### src/rtl/axi_dma_burst_reshaper_pkg.sv
// Shared types for the DMA backend front end.
// Page size, FSM states and burst request bundles.
package axi_dma_pkg;

  localparam int unsigned PageSize = 4096;

  localparam int unsigned DefAddrWidth = 64;
  localparam int unsigned DefDataWidth = 64;
  localparam int unsigned DefStrbWidth = DefDataWidth / 8;
  localparam int unsigned DefOffsetWidth = $clog2(DefStrbWidth);

  typedef enum logic {
    Idle,
    Busy
  } state_e;

  typedef struct packed {
    logic [DefAddrWidth-1:0] src_addr;
    logic [DefAddrWidth-1:0] dst_addr;
    logic [DefAddrWidth-1:0] num_bytes;
  } burst_req_t;

  typedef struct packed {
    logic [DefAddrWidth-1:0]   addr;
    logic [7:0]                len;
    logic [DefOffsetWidth-1:0] offset;
    logic [DefOffsetWidth-1:0] tailer;
    logic [DefOffsetWidth-1:0] shift;
    logic                      last;
  } r_req_t;

  typedef struct packed {
    logic [DefAddrWidth-1:0]   addr;
    logic [7:0]                len;
    logic [DefOffsetWidth-1:0] offset;
    logic [DefOffsetWidth-1:0] tailer;
    logic [7:0]                num_beats;
    logic                      is_single;
    logic                      last;
  } w_req_t;

endpackage

### src/rtl/axi_dma_burst_reshaper_if.sv
// Transfer request plus read/write burst channels of the reshaper.
// master = request issuer / burst consumer, slave = the reshaper.
interface axi_dma_burst_reshaper_if #(
  parameter int unsigned DataWidth = 64,
  parameter int unsigned AddrWidth = 64
);
  localparam int unsigned StrbWidth = DataWidth / 8;
  localparam int unsigned OffsetWidth = $clog2(StrbWidth);

  logic                   burst_req_valid;
  logic                   burst_req_ready;
  logic [AddrWidth-1:0]   src_addr;
  logic [AddrWidth-1:0]   dst_addr;
  logic [AddrWidth-1:0]   num_bytes;

  logic                   r_req_valid;
  logic                   r_req_ready;
  logic [AddrWidth-1:0]   r_addr;
  logic [7:0]             r_len;
  logic [OffsetWidth-1:0] r_offset;
  logic [OffsetWidth-1:0] r_tailer;
  logic [OffsetWidth-1:0] r_shift;
  logic                   r_last;

  logic                   w_req_valid;
  logic                   w_req_ready;
  logic [AddrWidth-1:0]   w_addr;
  logic [7:0]             w_len;
  logic [OffsetWidth-1:0] w_offset;
  logic [OffsetWidth-1:0] w_tailer;
  logic [7:0]             w_num_beats;
  logic                   w_is_single;
  logic                   w_last;

  modport master (
    output burst_req_valid, src_addr, dst_addr, num_bytes,
    output r_req_ready, w_req_ready,
    input  burst_req_ready,
    input  r_req_valid, r_addr, r_len, r_offset, r_tailer,
    input  r_shift, r_last,
    input  w_req_valid, w_addr, w_len, w_offset, w_tailer,
    input  w_num_beats, w_is_single, w_last
  );

  modport slave (
    input  burst_req_valid, src_addr, dst_addr, num_bytes,
    input  r_req_ready, w_req_ready,
    output burst_req_ready,
    output r_req_valid, r_addr, r_len, r_offset, r_tailer,
    output r_shift, r_last,
    output w_req_valid, w_addr, w_len, w_offset, w_tailer,
    output w_num_beats, w_is_single, w_last
  );

endinterface

### src/rtl/axi_dma_burst_reshaper_splitter.sv
// One-sided burst splitter: walks an address range in legal INCR
// bursts that never cross a page or exceed the max burst size.
module axi_dma_burst_splitter
  import axi_dma_pkg::*;
#(
  parameter int unsigned AddrWidth   = 64,
  parameter int unsigned StrbWidth   = 8,
  parameter int unsigned OffsetWidth = 3,
  parameter int unsigned MaxBeats    = 256
) (
  input  logic                   clk_i,
  input  logic                   rst_ni,
  input  logic                   start,
  input  logic [AddrWidth-1:0]   start_addr,
  input  logic [AddrWidth-1:0]   start_bytes,
  output logic                   valid,
  input  logic                   ready,
  output logic [AddrWidth-1:0]   addr,
  output logic [7:0]             len,
  output logic [OffsetWidth-1:0] offset,
  output logic [OffsetWidth-1:0] tailer,
  output logic                   last
);

  localparam int unsigned W = AddrWidth + 1;

  logic [AddrWidth-1:0] a;
  logic [AddrWidth-1:0] rem;
  logic [AddrWidth-1:0] cur_a;
  logic [AddrWidth-1:0] cur_rem;
  logic [W-1:0]         to_page;
  logic [W-1:0]         to_max;
  logic [W-1:0]         bytes;
  logic [W-1:0]         end_a;
  logic [W-1:0]         rem_left;
  logic [W-1:0]         beats;
  logic                 load;

  // a/rem hold the position after the burst currently presented
  assign load = start || (valid && ready && !last);

  always_comb begin
    cur_a    = start ? start_addr : a;
    cur_rem  = start ? start_bytes : rem;
    to_page  = W'(PageSize) - W'(cur_a[11:0]);
    to_max   = W'(MaxBeats * StrbWidth)
             - W'(cur_a[OffsetWidth-1:0]);
    bytes    = {1'b0, cur_rem};
    if (to_page < bytes) bytes = to_page;
    if (to_max < bytes) bytes = to_max;
    end_a    = {1'b0, cur_a} + bytes;
    rem_left = {1'b0, cur_rem} - bytes;
    beats    = (W'(cur_a[OffsetWidth-1:0]) + bytes
             + W'(StrbWidth - 1)) >> OffsetWidth;
  end

  always_ff @(posedge clk_i or negedge rst_ni) begin
    if (!rst_ni) begin
      valid  <= 1'b0;
      addr   <= '0;
      len    <= '0;
      offset <= '0;
      tailer <= '0;
      last   <= 1'b0;
      a      <= '0;
      rem    <= '0;
    end else if (load) begin
      valid  <= 1'b1;
      addr   <= cur_a;
      len    <= 8'(beats - W'(1));
      offset <= cur_a[OffsetWidth-1:0];
      tailer <= OffsetWidth'(end_a);
      last   <= (bytes == {1'b0, cur_rem});
      a      <= AddrWidth'(end_a);
      rem    <= AddrWidth'(rem_left);
    end else if (valid && ready) begin
      valid  <= 1'b0;
    end
  end

endmodule

### src/rtl/axi_dma_burst_reshaper.sv
// DMA backend front stage: accepts a linear transfer and drives
// independent read and write burst splitters.
module axi_dma_burst_reshaper
  import axi_dma_pkg::*;
#(
  parameter int unsigned DataWidth   = 64,
  parameter int unsigned AddrWidth   = 64,
  parameter int unsigned MaxBeats    = 256,
  parameter int unsigned StrbWidth   = DataWidth / 8,
  parameter int unsigned OffsetWidth = $clog2(StrbWidth)
) (
  input  logic                    clk_i,
  input  logic                    rst_ni,
  axi_dma_burst_reshaper_if.slave bus,
  output logic                    busy_o
);

  state_e                 state;
  logic                   req_ready;
  logic [OffsetWidth-1:0] shift;
  logic                   start;
  logic                   r_fin;
  logic                   w_fin;

  assign start = (state == Idle) && bus.burst_req_valid
              && (bus.num_bytes != '0);

  // a side is finished once idle or handing off its last burst now
  assign r_fin = !bus.r_req_valid
              || (bus.r_req_ready && bus.r_last);
  assign w_fin = !bus.w_req_valid
              || (bus.w_req_ready && bus.w_last);

  always_ff @(posedge clk_i or negedge rst_ni) begin
    if (!rst_ni) begin
      state     <= Idle;
      req_ready <= 1'b1;
      busy_o    <= 1'b0;
      shift     <= '0;
    end else begin
      unique case (state)
        Idle: begin
          if (start) begin
            state     <= Busy;
            req_ready <= 1'b0;
            busy_o    <= 1'b1;
            shift     <= OffsetWidth'(bus.src_addr
                       - bus.dst_addr);
          end
        end
        Busy: begin
          if (r_fin && w_fin) begin
            state     <= Idle;
            req_ready <= 1'b1;
            busy_o    <= 1'b0;
          end
        end
        default: state <= Idle;
      endcase
    end
  end

  assign bus.burst_req_ready = req_ready;
  assign bus.r_shift         = shift;
  assign bus.w_num_beats     = bus.w_len;
  assign bus.w_is_single     = (bus.w_len == 8'd0);

  axi_dma_burst_splitter #(
    .AddrWidth  (AddrWidth),
    .StrbWidth  (StrbWidth),
    .OffsetWidth(OffsetWidth),
    .MaxBeats   (MaxBeats)
  ) i_rd (
    .clk_i      (clk_i),
    .rst_ni     (rst_ni),
    .start      (start),
    .start_addr (bus.src_addr),
    .start_bytes(bus.num_bytes),
    .valid      (bus.r_req_valid),
    .ready      (bus.r_req_ready),
    .addr       (bus.r_addr),
    .len        (bus.r_len),
    .offset     (bus.r_offset),
    .tailer     (bus.r_tailer),
    .last       (bus.r_last)
  );

  axi_dma_burst_splitter #(
    .AddrWidth  (AddrWidth),
    .StrbWidth  (StrbWidth),
    .OffsetWidth(OffsetWidth),
    .MaxBeats   (MaxBeats)
  ) i_wr (
    .clk_i      (clk_i),
    .rst_ni     (rst_ni),
    .start      (start),
    .start_addr (bus.dst_addr),
    .start_bytes(bus.num_bytes),
    .valid      (bus.w_req_valid),
    .ready      (bus.w_req_ready),
    .addr       (bus.w_addr),
    .len        (bus.w_len),
    .offset     (bus.w_offset),
    .tailer     (bus.w_tailer),
    .last       (bus.w_last)
  );

endmodule

### src/flat_wrapper.sv
// flat-port wrapper written by rule: the top's interface ports become plain ports
module axi_dma_burst_reshaper_flat import axi_dma_pkg::*;
#(
  parameter int unsigned DataWidth   = 64,
  parameter int unsigned AddrWidth   = 64,
  parameter int unsigned MaxBeats    = 256,
  parameter int unsigned StrbWidth   = DataWidth / 8,
  parameter int unsigned OffsetWidth = $clog2(StrbWidth)
)
  (clk_i, rst_ni, busy_o, bus_burst_req_valid, bus_src_addr, bus_dst_addr, bus_num_bytes, bus_r_req_ready, bus_w_req_ready, bus_burst_req_ready, bus_r_req_valid, bus_r_addr, bus_r_len, bus_r_offset, bus_r_tailer, bus_r_shift, bus_r_last, bus_w_req_valid, bus_w_addr, bus_w_len, bus_w_offset, bus_w_tailer, bus_w_num_beats, bus_w_is_single, bus_w_last);
  axi_dma_burst_reshaper_if #(.DataWidth(DataWidth), .AddrWidth(AddrWidth)) bus_i ();
  input  logic clk_i;
  input  logic rst_ni;
  output logic busy_o;
  input wire logic [$bits(bus_i.burst_req_valid)-1:0] bus_burst_req_valid;
  input wire logic [$bits(bus_i.src_addr)-1:0] bus_src_addr;
  input wire logic [$bits(bus_i.dst_addr)-1:0] bus_dst_addr;
  input wire logic [$bits(bus_i.num_bytes)-1:0] bus_num_bytes;
  input wire logic [$bits(bus_i.r_req_ready)-1:0] bus_r_req_ready;
  input wire logic [$bits(bus_i.w_req_ready)-1:0] bus_w_req_ready;
  output wire logic [$bits(bus_i.burst_req_ready)-1:0] bus_burst_req_ready;
  output wire logic [$bits(bus_i.r_req_valid)-1:0] bus_r_req_valid;
  output wire logic [$bits(bus_i.r_addr)-1:0] bus_r_addr;
  output wire logic [$bits(bus_i.r_len)-1:0] bus_r_len;
  output wire logic [$bits(bus_i.r_offset)-1:0] bus_r_offset;
  output wire logic [$bits(bus_i.r_tailer)-1:0] bus_r_tailer;
  output wire logic [$bits(bus_i.r_shift)-1:0] bus_r_shift;
  output wire logic [$bits(bus_i.r_last)-1:0] bus_r_last;
  output wire logic [$bits(bus_i.w_req_valid)-1:0] bus_w_req_valid;
  output wire logic [$bits(bus_i.w_addr)-1:0] bus_w_addr;
  output wire logic [$bits(bus_i.w_len)-1:0] bus_w_len;
  output wire logic [$bits(bus_i.w_offset)-1:0] bus_w_offset;
  output wire logic [$bits(bus_i.w_tailer)-1:0] bus_w_tailer;
  output wire logic [$bits(bus_i.w_num_beats)-1:0] bus_w_num_beats;
  output wire logic [$bits(bus_i.w_is_single)-1:0] bus_w_is_single;
  output wire logic [$bits(bus_i.w_last)-1:0] bus_w_last;
  assign bus_i.burst_req_valid = bus_burst_req_valid;
  assign bus_i.src_addr = bus_src_addr;
  assign bus_i.dst_addr = bus_dst_addr;
  assign bus_i.num_bytes = bus_num_bytes;
  assign bus_i.r_req_ready = bus_r_req_ready;
  assign bus_i.w_req_ready = bus_w_req_ready;
  assign bus_burst_req_ready = bus_i.burst_req_ready;
  assign bus_r_req_valid = bus_i.r_req_valid;
  assign bus_r_addr = bus_i.r_addr;
  assign bus_r_len = bus_i.r_len;
  assign bus_r_offset = bus_i.r_offset;
  assign bus_r_tailer = bus_i.r_tailer;
  assign bus_r_shift = bus_i.r_shift;
  assign bus_r_last = bus_i.r_last;
  assign bus_w_req_valid = bus_i.w_req_valid;
  assign bus_w_addr = bus_i.w_addr;
  assign bus_w_len = bus_i.w_len;
  assign bus_w_offset = bus_i.w_offset;
  assign bus_w_tailer = bus_i.w_tailer;
  assign bus_w_num_beats = bus_i.w_num_beats;
  assign bus_w_is_single = bus_i.w_is_single;
  assign bus_w_last = bus_i.w_last;
  axi_dma_burst_reshaper #(.DataWidth(DataWidth), .AddrWidth(AddrWidth), .MaxBeats(MaxBeats), .StrbWidth(StrbWidth), .OffsetWidth(OffsetWidth)) u_core (.clk_i(clk_i), .rst_ni(rst_ni), .bus(bus_i), .busy_o(busy_o));
endmodule
### config.mk
export PLATFORM = sky130hd
export DESIGN_NAME = axi_dma_burst_reshaper_flat
export DESIGN_NICKNAME = d
export VERILOG_FILES = /design/src/rtl/axi_dma_burst_reshaper_pkg.sv /design/src/rtl/axi_dma_burst_reshaper_if.sv /design/src/rtl/axi_dma_burst_reshaper_splitter.sv /design/src/rtl/axi_dma_burst_reshaper.sv /design/src/flat_wrapper.sv
export SDC_FILE = /design/constraint.sdc
export NUM_CORES = 1
export LEC_CHECK = 0
export CORE_ASPECT_RATIO = 0.6
export CORE_MARGIN = 1
export CORE_UTILIZATION = 59
export CTS_CLUSTER_SIZE = 25
export DETAILED_ROUTE_END_ITERATION = 8
export PLACE_DENSITY_LB_ADDON = 0.2
export REMOVE_ABC_BUFFERS = 1
export SYNTH_ARGS = -nofsm -noshare
export SYNTH_HDL_FRONTEND = slang
export SYNTH_HIERARCHICAL = 1
export SYNTH_SLANG_ARGS = --single-unit
### constraint.sdc
create_clock -name clk_i -period 12.8 [get_ports clk_i]
set_input_delay 2.56 -clock clk_i [delete_from_list [all_inputs] [get_ports clk_i]]
set_output_delay 2.56 -clock clk_i [all_outputs]
set_load 0.05 [all_outputs]
==> results of run 1 <==
## flip-flops by register name (all words and copies together), names as in the netlist, 2 cells and up
name                count
u_core/i_wr/tailer      2
u_core/i_rd/a          62
u_core/i_rd/addr       64
u_core/i_rd/rem        64
u_core/bus.r_shift      3
u_core/i_rd/len         8
u_core/i_wr/a          62
u_core/i_wr/addr       64
u_core/i_wr/rem        64
u_core/i_rd/tailer      2
u_core/i_wr/len         8
## metal layers
| layer | vias up | share of wire | global-route usage |
|---|---|---|---|
| met4 | 8 | 0.027 | 0.1107 |
| li1 | 16860 | - | - |
| met3 | 264 | 0.12 | 0.1035 |
| met5 | - | 0.00040 | 0 |
| met2 | 1799 | 0.40 | 0.5505 |
| met1 | 17170 | 0.45 | 0.5855 |
## worst min path at each step
stage,start,to,slack (ps),cells past startpoint
global placement,u_core/i_wr/a[34],u_core/i_wr/a[34],450,2
global route,u_core/i_rd/a[36],u_core/i_rd/a[36],490,2
detailed placement,u_core/i_rd/a[36],u_core/i_rd/a[36],460,2
finish,u_core/i_rd/a[17],u_core/i_rd/a[17],470,1
floorplan,u_core/i_rd/a[20],u_core/i_rd/a[20],430,2
CTS,u_core/i_rd/a[17],u_core/i_rd/a[17],480,1
## stage by stage
| step | worst slack, ps | area [um^2] | hold WS [ps] | utilization |
|---|---|---|---|---|
| finish | 263.5 | 46530 | 471.6 | 0.7845 |
| global route | -51.35 | 46510 | 486.7 | 0.7842 |
| CTS | 39.86 | 46040 | 476.2 | 0.7762 |
| detailed placement | -1168 | 44490 | 458.1 | 0.7501 |
| global placement | -880.6 | 44490 | 447.7 | 0.7501 |
| floorplan | -8732 | 35460 | 434.8 | - |
## layout make-up
type / count / share of cell area
sequential: 410 / 0.2205
clock inverter: 19 / 0.004625
antenna: 7 / 0.0003765
multi-input combinational: 3541 / 0.5357
clock buffer: 61 / 0.02740
timing repair buffer: 946 / 0.1761
tap: 781 / 0.02100
inverter: 176 / 0.01420
## kinds of logic (layout without fill, tap and decap cells)
kind of cell | count (synthesis) | after routing | synth area share
fa+ha+maj | 312 | 312 | 0.1110
mux | 406 | 406 | 0.1262
other cells | 4 | 211 | 0.0004227
compound gates | 1197 | 1197 | 0.2097
buf+inv | 350 | 1202 | 0.04109
xor+xnor | 255 | 255 | 0.06290
simple gates | 1167 | 1167 | 0.1598
flops | 410 | 410 | 0.2890
## critical path, delay by kind of cell
family	cells	cell delay [ps]
AO/OA/AOI/OAI	21	3830
XOR/XNOR	1	180
adder cells (fa/ha/maj)	3	890
buffers and inverters	12	2100
multiplexers	1	200
AND/OR/NAND/NOR	10	3240
## cell usage in the layout (no fill, tap or decap), types with 10 or more instances in the layout
master	count
nand4_1	50
nor2b_1	32
conb_1	204
or2_2	11
a211oi_1	31
xor2_1	113
nand2_1	338
o21bai_1	39
o211ai_1	22
o21ai_1	12
a21oi_1	396
nand3_1	75
xnor2_1	140
mux2_2	323
or3_1	17
clkdlybuf4s50_1	367
buf_4	565
dfrtp_1	409
ha_1	307
and3_1	41
nor2_1	322
inv_1	174
nor4_1	61
and2_1	14
o31ai_1	28
nor3_1	56
a21boi_0	10
nor3b_1	27
o21a_1	36
clkbuf_8	11
a211o_1	17
nand2b_1	47
a31oi_1	37
mux2i_1	76
a21o_1	167
nor4b_1	10
clkbuf_16	46
o21ai_0	272
## timing repair
action | in CTS | in global routing
endpoints found under the setup margin | 47 | 123
gates cloned | 0 | 2
pin swaps | 0 | 17
resized for setup | 11 | 80
setup buffers | 0 | 10
==> qor.csv, run 1 <==
stage;metric;value;unit
timing;tns;0;ps
route;routed_wl;124800;um
global_route;grt_pass1_wl;189500;um
cts;clock-sinks;410;
synthesis;syn_area;35510;um^2
placement;hpwl;94930;um
floorplan;core-area;59310;um^2
cts;clockBufferDepth;3;
synthesis;synth_top_area_frac;0.2882;
synthesis;avgSynthCellArea;8.659;um^2
timing;rsz0062_at_grt;yes;
floorplan;die_width;318.7;um
worst_setup_path;worstSetupEndpoint;u_core/i_wr/a[63];
cts;cts_hold_buf;0;
cells_and_area;multiInputGateArea;24930;um^2
worst_setup_path;crit_top_cell;buf_4;
global_route;grtUsageTotal;0.3928;
floorplan;initial_utilization;0.5987;
worst_setup_path;start_kind;primary input;
cells_and_area;nFillCells;4158;
floorplan;chipHeight;192.0;um
worst_setup_path;reg2reg_from;u_core/state;
global_route;grt_max_degree;222;
placement;portBuffers;370;
floorplan;die_area;61200;um^2
route;dr.first_iter.drc_count;4158;
worst_hold_path;worstHoldPathType;reg2reg;
route;ant_nets;0;
synthesis;synthTopCellsByCount;dfrtp_1 (409), a21oi_1 (400), nand2_1 (339), nor2_1 (324), mux2_2 (323);
worst_setup_path;cp_max_fo;20;
timing;fmaxAchievable;79.77;MHz
synthesis;ys_ff_latch;410;
synthesis;synthArstFlopShare;1.000;
route;drc;0;
timing;skew;33.36;ps
global_route;grt_pass1_vias;33310;
worst_setup_path;crit_slowest_cell;nor4_1;
synthesis;synth_warnings;6;
route;first_pass_iters;6;
cells_and_area;seq_area;10260;um^2
timing;finalCriticalPeriod;12540;ps
timing;setup_viol;0;
route;wl_per_cell;21.01;um
floorplan;pin_count;371;
floorplan;rows;69;
route;dr_total_vias;36100;
timing;timing.final.crit_share;0.9794;
cts;cts-buffers-inserted;44;
synthesis;synth_most_common_cell;dfrtp_1;
synthesis;yosysTopAreaCell;dfrtp_1;
synthesis;seq_area_frac_synth;0.2890;
placement;gp_congestion;1.043;
worst_setup_path;r2r_setup_slack;3120;ps
global_route;overflow;0;
cts;cts_tree;yes;
synthesis;synth_cells;4101;
worst_setup_path;max_stage_delay;600;ps
timing;relSlewSlack;0.1707;
cells_and_area;nNetsFinal;5628;
synthesis;synthTopCellsByArea;dfrtp_1 (29%), ha_1 (11%), mux2_2 (10%);
synthesis;synth_edf_count;0;
cts;clk_pin_slew;60;ps
timing;drv_slew;0;
worst_setup_path;rr_worst_depth;44;
cells_and_area;layout.cells.non_filler;5941;
synthesis;yosysUniqueCellTypes;91;
timing;worstMarginPinSlew;1233;ps
cts;clockRootBuffer;clkbuf_16;
cts;cts_max_level;2;
outcome;status;completed;
worst_setup_path;cp.required;13330;ps
cells_and_area;syn2layout_area_growth;31.03;%
worst_setup_path;endpoint_kind;flop;
worst_setup_path;rr_endpoint;u_core/i_rd/rem[56];
timing;hold_viol_final;0;
worst_setup_path;critPathKind;in2reg;
worst_setup_path;crit_path_start;bus_num_bytes[9];
cts;clkLatencyLatePin;630;ps
placement;place_inst;5842;
job;cap_violations;0;
synthesis;synth_flop_cell;dfrtp_1;
cells_and_area;drive_gt1_frac;0.2078;
global_route;antenna_found_initial;7;
worst_setup_path;cp.arrival;13060;ps
route;via_per_inst;6.076;
Power of run 1 is not shown: default switching activity piles up to over one toggle a cycle in this logic, so the estimate is an artifact.
==> run 2, diff against run 1 <==
Settings changed: MAX_ROUTING_LAYER from default to met4, RECOVER_POWER from default to 100.
==> run 2 against run 1 <==
Final cell count is 0.10% lower. Final area is 0.11% lower. Clock skew shrank 6.9 ps. Critical endpoint is now u_core/i_wr/a[56]. First-iteration DRC count rose by 1.4%. The flow now finishes with violations (max-capacitance violations, max-slew violations). Largest cell class unchanged.
==> qor.csv, run 2 (synthesis results as in run 1) <==
stage;metric;value;unit
cts;cts_max_level;2;
timing;fmaxAchievable;80.09;MHz
cts;cts-buffers-inserted;44;
worst_hold_path;hold_start;u_core/i_rd/rem[1];
cells_and_area;drive_gt1_frac;0.2007;
floorplan;chipHeight;192.0;um
cts;clk_pin_slew;70;ps
worst_setup_path;crit_slowest_cell;or4b_2;
timing;drv_slew;503;
worst_setup_path;rr_worst_depth;42;
floorplan;rows;69;
global_route;overflow;0;
cts;cts_tree;yes;
placement;hpwl;94440;um
timing;tns;0;ps
worst_setup_path;cp_max_fo;15;
timing;finalCriticalPeriod;12490;ps
worst_hold_path;hold-path-cell-count;2;
timing;timing.final.crit_share;0.9754;
global_route;grt_max_degree;222;
route;first_pass_iters;8;
worst_setup_path;cp.arrival;13060;ps
cts;clockRootBuffer;clkbuf_16;
timing;worstMarginPinSlew;4479;ps
floorplan;die_area;61200;um^2
placement;gp_congestion;1.086;
placement;place_area;44430;um^2
worst_setup_path;endpoint_kind;flop;
floorplan;core-area;59310;um^2
job;cap_violations;7;
worst_setup_path;max_stage_delay;610;ps
cells_and_area;layout.cells.most_common;buf_4;
worst_setup_path;reg2reg_from;u_core/state;
global_route;grt_pass1_vias;33460;
worst_hold_path;worstHoldPathType;reg2reg;
route;met3_wirelength;15060;um
cts;clockBufferDepth;3;
worst_setup_path;critPathKind;in2reg;
global_route;grtUsageTotal;0.4032;
worst_setup_path;start_kind;primary input;
timing;skew;26.43;ps
cells_and_area;nFillCells;4219;
outcome;violations;max-capacitance violations, max-slew violations;
route;route.met2.wl;49780;um
route;met1_length;55560;um
cts;cts_hold_buf;0;
worst_setup_path;cp_top_family;simple AND/OR/NAND/NOR gates;
route;ant_nets;0;
worst_setup_path;worst-path-buf-inv;8;
route;top_layer_used;met4;
placement;portBuffers;370;
floorplan;initial_utilization;0.5987;
cells_and_area;nNetsFinal;5621;
cts;clkLatencyLatePin;640;ps
route;wl_per_cell;20.86;um
timing;hold_viol_final;0;
route;routed_wl;123800;um
floorplan;pin_count;371;
worst_setup_path;rr_endpoint;u_core/i_rd/rem[63];
timing;relSlewSlack;-1.986;
worst_hold_path;hold_end;u_core/i_rd/rem[1];
cells_and_area;final_area;46480;um^2
timing;setup_viol;0;
floorplan;die_width;318.7;um
global_route;antenna_found_initial;5;
cells_and_area;final_cell_mix;buf_4 (552), dfrtp_1 (409), a21oi_1 (396);
outcome;status;finished with violations;
worst_setup_path;r2r_setup_slack;3190;ps
route;dr.first_iter.drc_count;4218;
cells_and_area;syn2layout_area_growth;30.89;%
global_route;grt_pass1_wl;189400;um
route;via_per_inst;6.093;
route;drc;0;
route;dr_total_vias;36160;
worst_setup_path;cp.required;13370;ps
cts;clock-sinks;410;
-- run 2: cell types whose count changed in the layout (fill, tap and decap cells not counted), sizes merged --
| cell | previous run | this run |
|---|---|---|
| clkinvlp | 3 | 1 |
| dlygate4sd3 | 0 | 174 |
| bufinv | 3 | 6 |
| clkinv | 10 | 9 |
| buf | 575 | 558 |
| diode | 7 | 8 |
| clkbuf | 63 | 73 |
| clkdlybuf4s50 | 367 | 194 |
| dlymetal6s2s | 2 | 1 |
-- run 2: routing by layer --
metal	vias up	GRT usage
met2	1855	0.5515
li1	16850	-
met5	-	-
met3	263	0.1031
met1	17190	0.5859
met4	0	0.09773
-- run 2: worst reg2reg max path, delay by kind of cell (launching register included) --
kind / cells / cell delay (ps)
AO/OA/AOI/OAI: 15 / 3540
buffers and inverters: 13 / 2900
flip-flops: 1 / 370
adder cells (fa/ha/maj): 2 / 600
AND/OR/NAND/NOR: 10 / 1770
XOR/XNOR: 1 / 190
multiplexers: 1 / 90
-- run 2: stage by stage --
step,worst slack (ps),hold slack (ps),utilization,std cells
CTS,15.85,469.7,0.7766,5917
detailed placement,-1159,455.0,0.7490,5837
floorplan,-8732,434.8,-,4127
finish,314.4,469.5,0.7836,5935
global route,-67.66,494.9,0.7835,5931
global placement,-857.4,447.8,0.7490,5837
-- run 2: worst max-delay path by stage --
stage                                 start                  end  slack (ps)  depth (start not counted)
final                     bus_num_bytes[57]    u_core/i_wr/a[56]         310                         46
after global routing      bus_num_bytes[57]    u_core/i_rd/a[63]         -70                         47
after CTS                 bus_num_bytes[46]  u_core/i_rd/rem[56]          20                         48
after detailed placement  bus_num_bytes[46]    u_core/i_wr/a[56]       -1160                         47
after global placement    bus_num_bytes[35]    u_core/i_wr/a[56]        -860                         46
after floorplan           bus_num_bytes[10]  u_core/i_rd/rem[60]       -8730                          9
-- run 2: layout make-up --
cell class	count	area (um^2)	share of cell area
Tap cell	781	977.2	0.02103
Clock inverter	19	302.8	0.006515
Multi-Input combinational cell	3541	24910	0.5359
Clock buffer	61	1286	0.02767
Sequential cell	410	10260	0.2208
Antenna cell	8	20.02	0.0004307
Inverter	176	660.6	0.01421
Timing Repair Buffer	939	8060	0.1734
-- run 2: repair_timing --
item | 4_1_cts | 5_1_grt
setup endpoints to repair | 52 | 113
pin swaps | 0 | 20
cloned | 0 | 3
buffers inserted | 0 | 7
gates resized for setup | 10 | 77
Power of run 2 is left out for the same reason.
